File: config.mk
export PLATFORM = sky130hd
export DESIGN_NAME = pulse_burst_gen
export DESIGN_NICKNAME = d
export VERILOG_FILES = /design/src/rtl/pulse_burst_gen.sv
export SDC_FILE = /design/constraint.sdc
export NUM_CORES = 1
export LEC_CHECK = 0
export CORE_ASPECT_RATIO = 1.4
export CORE_MARGIN = 2
export CORE_UTILIZATION = 53
export CTS_CLUSTER_DIAMETER = 40
export DETAILED_ROUTE_END_ITERATION = 6
export PLACE_DENSITY = 0.86
export SYNTH_ARGS = -nofsm -noshare
export SYNTH_HDL_FRONTEND = slang
export SYNTH_SLANG_ARGS = --single-unit
File: constraint.sdc
create_clock -name Clk -period 2.16 [get_ports Clk]
set_clock_uncertainty 0.05 [all_clocks]
set_input_delay 0.54 -clock Clk [delete_from_list [all_inputs] [get_ports Clk]]
set_output_delay 0.54 -clock Clk [all_outputs]
set_load 0.1 [all_outputs]
File: src/rtl/pulse_burst_gen.sv
// Burst generator: emits burstLen single-cycle pulses separated by gapCycles low cycles, then done.
// Optional abort input is enabled by defining PULSE_BURST_ABORT_EN.
module pulse_burst_gen #(
    parameter int unsigned CNT_W = 4,
    parameter int unsigned GAP_W = 8
) (
    input  logic             Clk,
    input  logic             Rst,
    input  logic             start,
    input  logic [CNT_W-1:0] burstLen,
    input  logic [GAP_W-1:0] gapCycles,
`ifdef PULSE_BURST_ABORT_EN
    input  logic             abort,
`endif
    output logic             pulseOut,
    output logic             busy,
    output logic             done
);

    typedef enum logic [1:0] {StIdle, StPulse, StGap, StDone} state_e;

    state_e           state_q, state_d;
    logic [CNT_W-1:0] remaining_q, remaining_d;
    logic [GAP_W-1:0] gap_reg_q, gap_reg_d;
    logic [GAP_W-1:0] gap_cnt_q, gap_cnt_d;
    logic             abort_req;

`ifdef PULSE_BURST_ABORT_EN
    assign abort_req = abort;
`else
    assign abort_req = 1'b0;
`endif

    always_ff @(posedge Clk or negedge Rst) begin
        if (!Rst) begin
            state_q     <= StIdle;
            remaining_q <= '0;
            gap_reg_q   <= '0;
            gap_cnt_q   <= '0;
        end else begin
            state_q     <= state_d;
            remaining_q <= remaining_d;
            gap_reg_q   <= gap_reg_d;
            gap_cnt_q   <= gap_cnt_d;
        end
    end

    always_comb begin
        state_d     = state_q;
        remaining_d = remaining_q;
        gap_reg_d   = gap_reg_q;
        gap_cnt_d   = gap_cnt_q;
        case (state_q)
            StIdle: begin
                if (start) begin
                    if (burstLen != '0) begin
                        remaining_d = burstLen;
                        gap_reg_d   = gapCycles;
                        state_d     = StPulse;
                    end else begin
                        state_d = StDone;
                    end
                end
            end
            StPulse: begin
                remaining_d = remaining_q - CNT_W'(1);
                if (abort_req) begin
                    state_d = StDone;
                end else if (remaining_q == CNT_W'(1)) begin
                    state_d = StDone;
                end else if (gap_reg_q != '0) begin
                    gap_cnt_d = gap_reg_q;
                    state_d   = StGap;
                end
            end
            StGap: begin
                gap_cnt_d = gap_cnt_q - GAP_W'(1);
                if (abort_req) begin
                    state_d = StDone;
                end else if (gap_cnt_q == GAP_W'(1)) begin
                    state_d = StPulse;
                end
            end
            StDone:  state_d = StIdle;
            default: state_d = StIdle;
        endcase
    end

    // Outputs decode the state register directly, so they change only on edges (or reset).
    assign pulseOut = (state_q == StPulse);
    assign busy     = (state_q == StPulse) || (state_q == StGap);
    assign done     = (state_q == StDone);

endmodule

# Word level (Yosys, flattened, before mapping)
# Cells that the tools add are included.
# word_totals
out_inout_bits	3
mem_count	0
inputBits	15
reg_bits	22
rom_bits	0
latch_bits	0
mem_bits_rw	0
# op_classes
order_cmp	0
bitwise_logic	0
mux	12
mul	0
div	0
n_eq_ne	11
shift	0
addsub	2
n_reduce_logical	10
# op_table
operator	count
$mux W8	2
$pmux W8 S2	1
$reduce_and A3 Y1	4
$mux W2	5
$eq A8 B1 Y1 const B	1
$mux W4	2
$ne A2 B2 Y1 const B	4
$pmux W2 S4	1
$pmux W4 S2	1
$reduce_bool A8 Y1	1
$sub A8 B1 Y8 const B	1
$eq A2 B2 Y1 const B	2
$eq A4 B1 Y1 const B	1
$reduce_bool A2 Y1	2
$reduce_bool A4 Y1	1
$sub A4 B1 Y4 const B	1
$ne A3 B1 Y1 const B	1
$eq A2 B1 Y1 const B	1
$logic_not A2 Y1	1
$ne A2 B1 Y1 const B	1
$logic_or A1 B1 Y1	1

# Longest topological paths before layout
# depth
word_depth	4
mapped_depth	8
mapped_depth_nobuf	7

# Worst setup path before layout
# Ideal clock, no wire load.
# synth_path
path_kind	register -> register
start	register state_q[1]
end	register gap_cnt_q[0]
setup_ns	0.095
path_stages_with_launch	8
period_less_slack_ns	2.271
t_required_ns	2.015
arrival_time_ns	2.126
path_buffers	1
setup_slack_ns	-0.111
path_cell_list	dfrtp_1 inv_1 ha_1 inv_1 o21ai_2 buf_2 o21ai_0 o31ai_1
# synth_via
elab_chain_len	3
elab_cells_between_ends	7
cone_classes	eq/ne (4); mux (1); reduce/logical (2)
# synth_rtl
item	line_no	text
start, declared	22	state_e state_q, state_d;
start signal, assigned	36	state_q <= StIdle;
start signal, assigned	41	state_q <= state_d;
$eq A2 B1 Y1 (*)	-	
net pulseOut	15	output logic pulseOut,
$ne A2 B1 Y1 (no source line), or another cell as far along	-	
$reduce_and A3 Y1 (no source line)	-	
end signal, assigned	44	gap_cnt_q <= gap_cnt_d;
end, declared	25	logic [GAP_W-1:0] gap_cnt_q, gap_cnt_d;
# The timed path passes the listed nets; every way through them passes the cells marked *.
# A chain may end at the register's enable or synchronous reset.

# Worst setup path in the final report
# layout_path
start	register gap_cnt_q[1]
end	register state_q[0]
# layout_via
elab_chain_len	3
# layout_rtl
item	line_no	text
$eq A8 B1 Y1	80	end else if (gap_cnt_q == GAP_W'(1)) begin
$ne A2 B2 Y1 (no source line)	-	
$reduce_and A3 Y1 (no source line)	-	
# Every way passes these cells.

==> results.txt <==
The utilization of the core after routing is 73.7%. The first global-routing pass estimated 4750 um of wire. The overall routing resource usage is 22.1%. The horizontal die dimension is 46.1 um.

The cell area that synthesis handed to floorplanning was 1310 um^2. The worst setup path is launched from a register. The number of hold violations in the final report came out at 0.

The later pin in the worst-skew pair is clocked with a latency of 0.33 ns. The met2 layer usage reported by global route came out at 34.7%. The number of global-route vias before repair came to 1070.

The number of diodes added for antenna fixing came out at 0. The static leakage is 0.000741 uW. Of the cells placed in the final design, the portion with a size suffix greater than 1 is 28.0%. The proportion of register bits with asynchronous set or reset after synthesis came out at 100%.

The number of library cell types mapped by synthesis is 33. Global routing used 2.31% of the available met3 tracks. Routability-driven placement finished with a final weighted congestion of 0.811. For this run, the leading register cell type out of synthesis is sky130_fd_sc_hd__dfrtp_1. The maximum VDD drop is 0.000928 V.

The library cell used most frequently in the layout, excluding fill and tap cells, is sky130_fd_sc_hd__dfrtp_1. The maximum clock frequency came out at 0.468 GHz. The total negative setup slack came out at 0 ns.

The library cells used most frequently in the layout, excluding fill and tap cells, are 21 x sky130_fd_sc_hd__dfrtp_1, 14 x sky130_fd_sc_hd__clkdlybuf4s50_1, 11 x sky130_fd_sc_hd__buf_4. In this run the worst path has a maximum fanout of 3. The post-DP HPWL is 2130 um. The average footprint of a synthesized cell is 9.72 um^2. The final critical delay including setup and external delays came out at 2.14 ns. The number of antenna violations at the first check in global routing is 0.

Setup repair after global routing could not meet its margin everywhere. The met1 capacity usage during global routing is 27.5%. The via density per instance came out at 6.07. The proportion of synthesized chip area in sequential cells is 41.9%.

The initial core utilization is 55.5%. The count of flip-flops with a built-in enable after synthesis is 0. The number of buffers created by CTS is 3. The worst slew margin relative to its limit is 62.1%. The number of violations reported at the end of detailed-routing iteration 0 is 41. The floorplan step set the die height to 62.9 um. Among the stages of the critical path, the cell type that occurs most often is sky130_fd_sc_hd__o31ai_4. The cell sitting at the root of the clock tree is a sky130_fd_sc_hd__clkbuf_4.

The via count is 1135. The count of endpoints failing setup in the final report is 0. The first detailed-routing pass ran for 4 iterations.

The post-CTS clock slew at the launch and capture registers of the worst setup and hold paths is 0.13 ns. The arrival time at the worst endpoint came out at 2.31 ns. The net count of the finished layout is 189. Counting the fill cells in the layout gives 165. The number of port buffers came out at 17. The final routed wirelength across all metal layers is 2910 um. In this run the core area contains 21 standard-cell rows. The total congestion overflow after global routing came out at 0. The required time of the worst setup path is 2.33 ns.

The layout overhead on the synthesized area came out at 32.8%. The detail-routed net length per standard cell came out at 15.6 um. Synthesis inferred 22 register bits. The area of the core is 2360 um^2.

Counting every sink on the clock net gives 22. In this run the most used layer during global routing was met2. The number of pins exceeding their max-slew limit in the final report was 0.

The run finished with clean final reports. The max-capacitance violation count came out at 0. Counting along the longest clock path gives a buffer depth of 2. STA classifies the critical path endpoint as a register. The count of nets left with antenna violations once routing finished came out at 0.

The critical path in this run is classified as reg -> reg. The overall die area came out at 2900 um^2. The instance count of the mapped netlist came out at 135. The boundary pin count is 18.

In this run, post-CTS hold repair placed 0 buffers. The slowest cell on the critical path is sky130_fd_sc_hd__or4b_4. The slew of the pin with the lowest slew margin came out at 0.565 ns. Dividing the final minimum period by the clock period gives 98.9%. TritonCTS built the clock tree. The H-tree depth reported by CTS is 1.

For this run, design rule violations remaining after detail routing come to 0. The critical path goes through inv_2, ha_2, or4b_4, o41ai_4, nand3_2, o31ai_4, o31ai_4. The yosys synthesis warning count is 0. The number of nets produced by synthesis is 159. In this run the worst hold path is classified as in -> async. The power per unit of standard cell area is 1700 nW/um^2.

The pin count of the biggest net entering global routing came out at 23. The delay of the slowest cell on the worst path came out at 0.48 ns.
-- metal layers --
metal  vias up  share of wire (%)
met3         9                2.8
met2        25                 50
met1       547                 44
li1        554                  -
met5         -                  0
met4         0                3.1
-- path summary, 6_finish.rpt --
check,end,slack [ns],depth (start not counted),startpoint
setup / recovery,state_q[0]$_DFFE_PN0P_,0.02,7,gap_cnt_q[1]$_DFFE_PN0P_
min in group Clk,gap_cnt_q[7]$_DFFE_PN0P_,0.51,1,gap_cnt_q[7]$_DFFE_PN0P_
hold / removal,gap_cnt_q[1]$_DFFE_PN0P_,0.50,2,Rst
setup reg to reg,state_q[0]$_DFFE_PN0P_,0.02,7,gap_cnt_q[1]$_DFFE_PN0P_
hold reg to reg,gap_cnt_q[7]$_DFFE_PN0P_,0.51,1,gap_cnt_q[7]$_DFFE_PN0P_
max in group asynchronous,state_q[0]$_DFFE_PN0P_,1.32,2,Rst
-- worst max-delay path: cells and delay by family (launching register included) --
| family | cells | cell delay, ns |
|---|---|---|
| adders and majority gates | 1 | 0.16 |
| buffers and inverters | 1 | 0.08 |
| AOI/OAI and AO/OA | 3 | 0.67 |
| DFF | 1 | 0.41 |
| and+or+nand+nor | 2 | 0.67 |
-- kinds of logic after synthesis --
logic type	share of synthesized area (%)
flip-flops	41.9
AO/OA/AOI/OAI	19.8
adder cells (fa/ha/maj)	8.58
multiplexers	10.9
AND/OR/NAND/NOR	14.0
buffers and inverters	4.77
-- flip-flops by register name (all words and copies together) (netlist names) --
name,count
gap_cnt_q,8
gap_reg_q,8
remaining_q,4
state_q,2
-- cell usage after synthesis, types with 2 or more instances --
| library cell | number | area share (%) |
|---|---|---|
| sky130_fd_sc_hd__a31oi_1 | 5 | 2.4 |
| sky130_fd_sc_hd__inv_1 | 11 | 3.1 |
| sky130_fd_sc_hd__o22a_1 | 2 | 1.3 |
| sky130_fd_sc_hd__nand3_1 | 7 | 2.7 |
| sky130_fd_sc_hd__dfrtp_1 | 22 | 42 |
| sky130_fd_sc_hd__mux2i_1 | 3 | 2.3 |
| sky130_fd_sc_hd__nor2b_1 | 2 | 0.95 |
| sky130_fd_sc_hd__buf_2 | 2 | 0.76 |
| sky130_fd_sc_hd__a21boi_0 | 2 | 1.1 |
| sky130_fd_sc_hd__o31ai_1 | 3 | 1.7 |
| sky130_fd_sc_hd__ha_1 | 9 | 8.6 |
| sky130_fd_sc_hd__a21oi_1 | 7 | 2.7 |
| sky130_fd_sc_hd__nor4_1 | 4 | 1.9 |
| sky130_fd_sc_hd__mux2_2 | 10 | 8.6 |
| sky130_fd_sc_hd__o22ai_1 | 4 | 1.9 |
| sky130_fd_sc_hd__clkbuf_1 | 3 | 0.86 |
| sky130_fd_sc_hd__o21ai_0 | 11 | 4.2 |
| sky130_fd_sc_hd__nor2_1 | 10 | 2.9 |
| sky130_fd_sc_hd__nand2_1 | 4 | 1.1 |
-- layout make-up --
| class | count | area (um^2) | share of cell area [%] |
|---|---|---|---|
| tap | 23 | 28.8 | 1.65 |
| clock buffer | 3 | 22.5 | 1.29 |
| inverter | 11 | 41.3 | 2.37 |
| timing repair buffer | 30 | 305 | 17.5 |
| clock inverter | 1 | 30.0 | 1.72 |
| sequential | 22 | 552 | 31.7 |
| multi-input combinational | 97 | 763 | 43.8 |
-- timing repair --
action                     CTS  global route
gates resized for setup      0            16
buffers inserted             1             3
setup endpoints to repair    1             5
pin swaps                    2             3
-- report_power, final --
group / internal (uW) / switching (uW)
logic: 820 / 944
clock network: 188 / 139
registers: 632 / 242
total: 1640 / 1320
-- metrics by stage --
step | worst slack [ns] | area [um^2] | cells | power, uW | hold WS (ns)
after floorplan | 0.215 | 1320 | 135 | 1920 | 0.194
after global placement | 0.0567 | 1590 | 179 | 2330 | 0.468
after detailed placement | -0.0459 | 1590 | 179 | 2430 | 0.477
after CTS | 0.0156 | 1650 | 184 | 2770 | 0.505
after global routing | -0.0890 | 1740 | 187 | 3150 | 0.518
final | 0.0236 | 1740 | 187 | 2960 | 0.500
No activity file was read; power rests on OpenSTA's default activity.
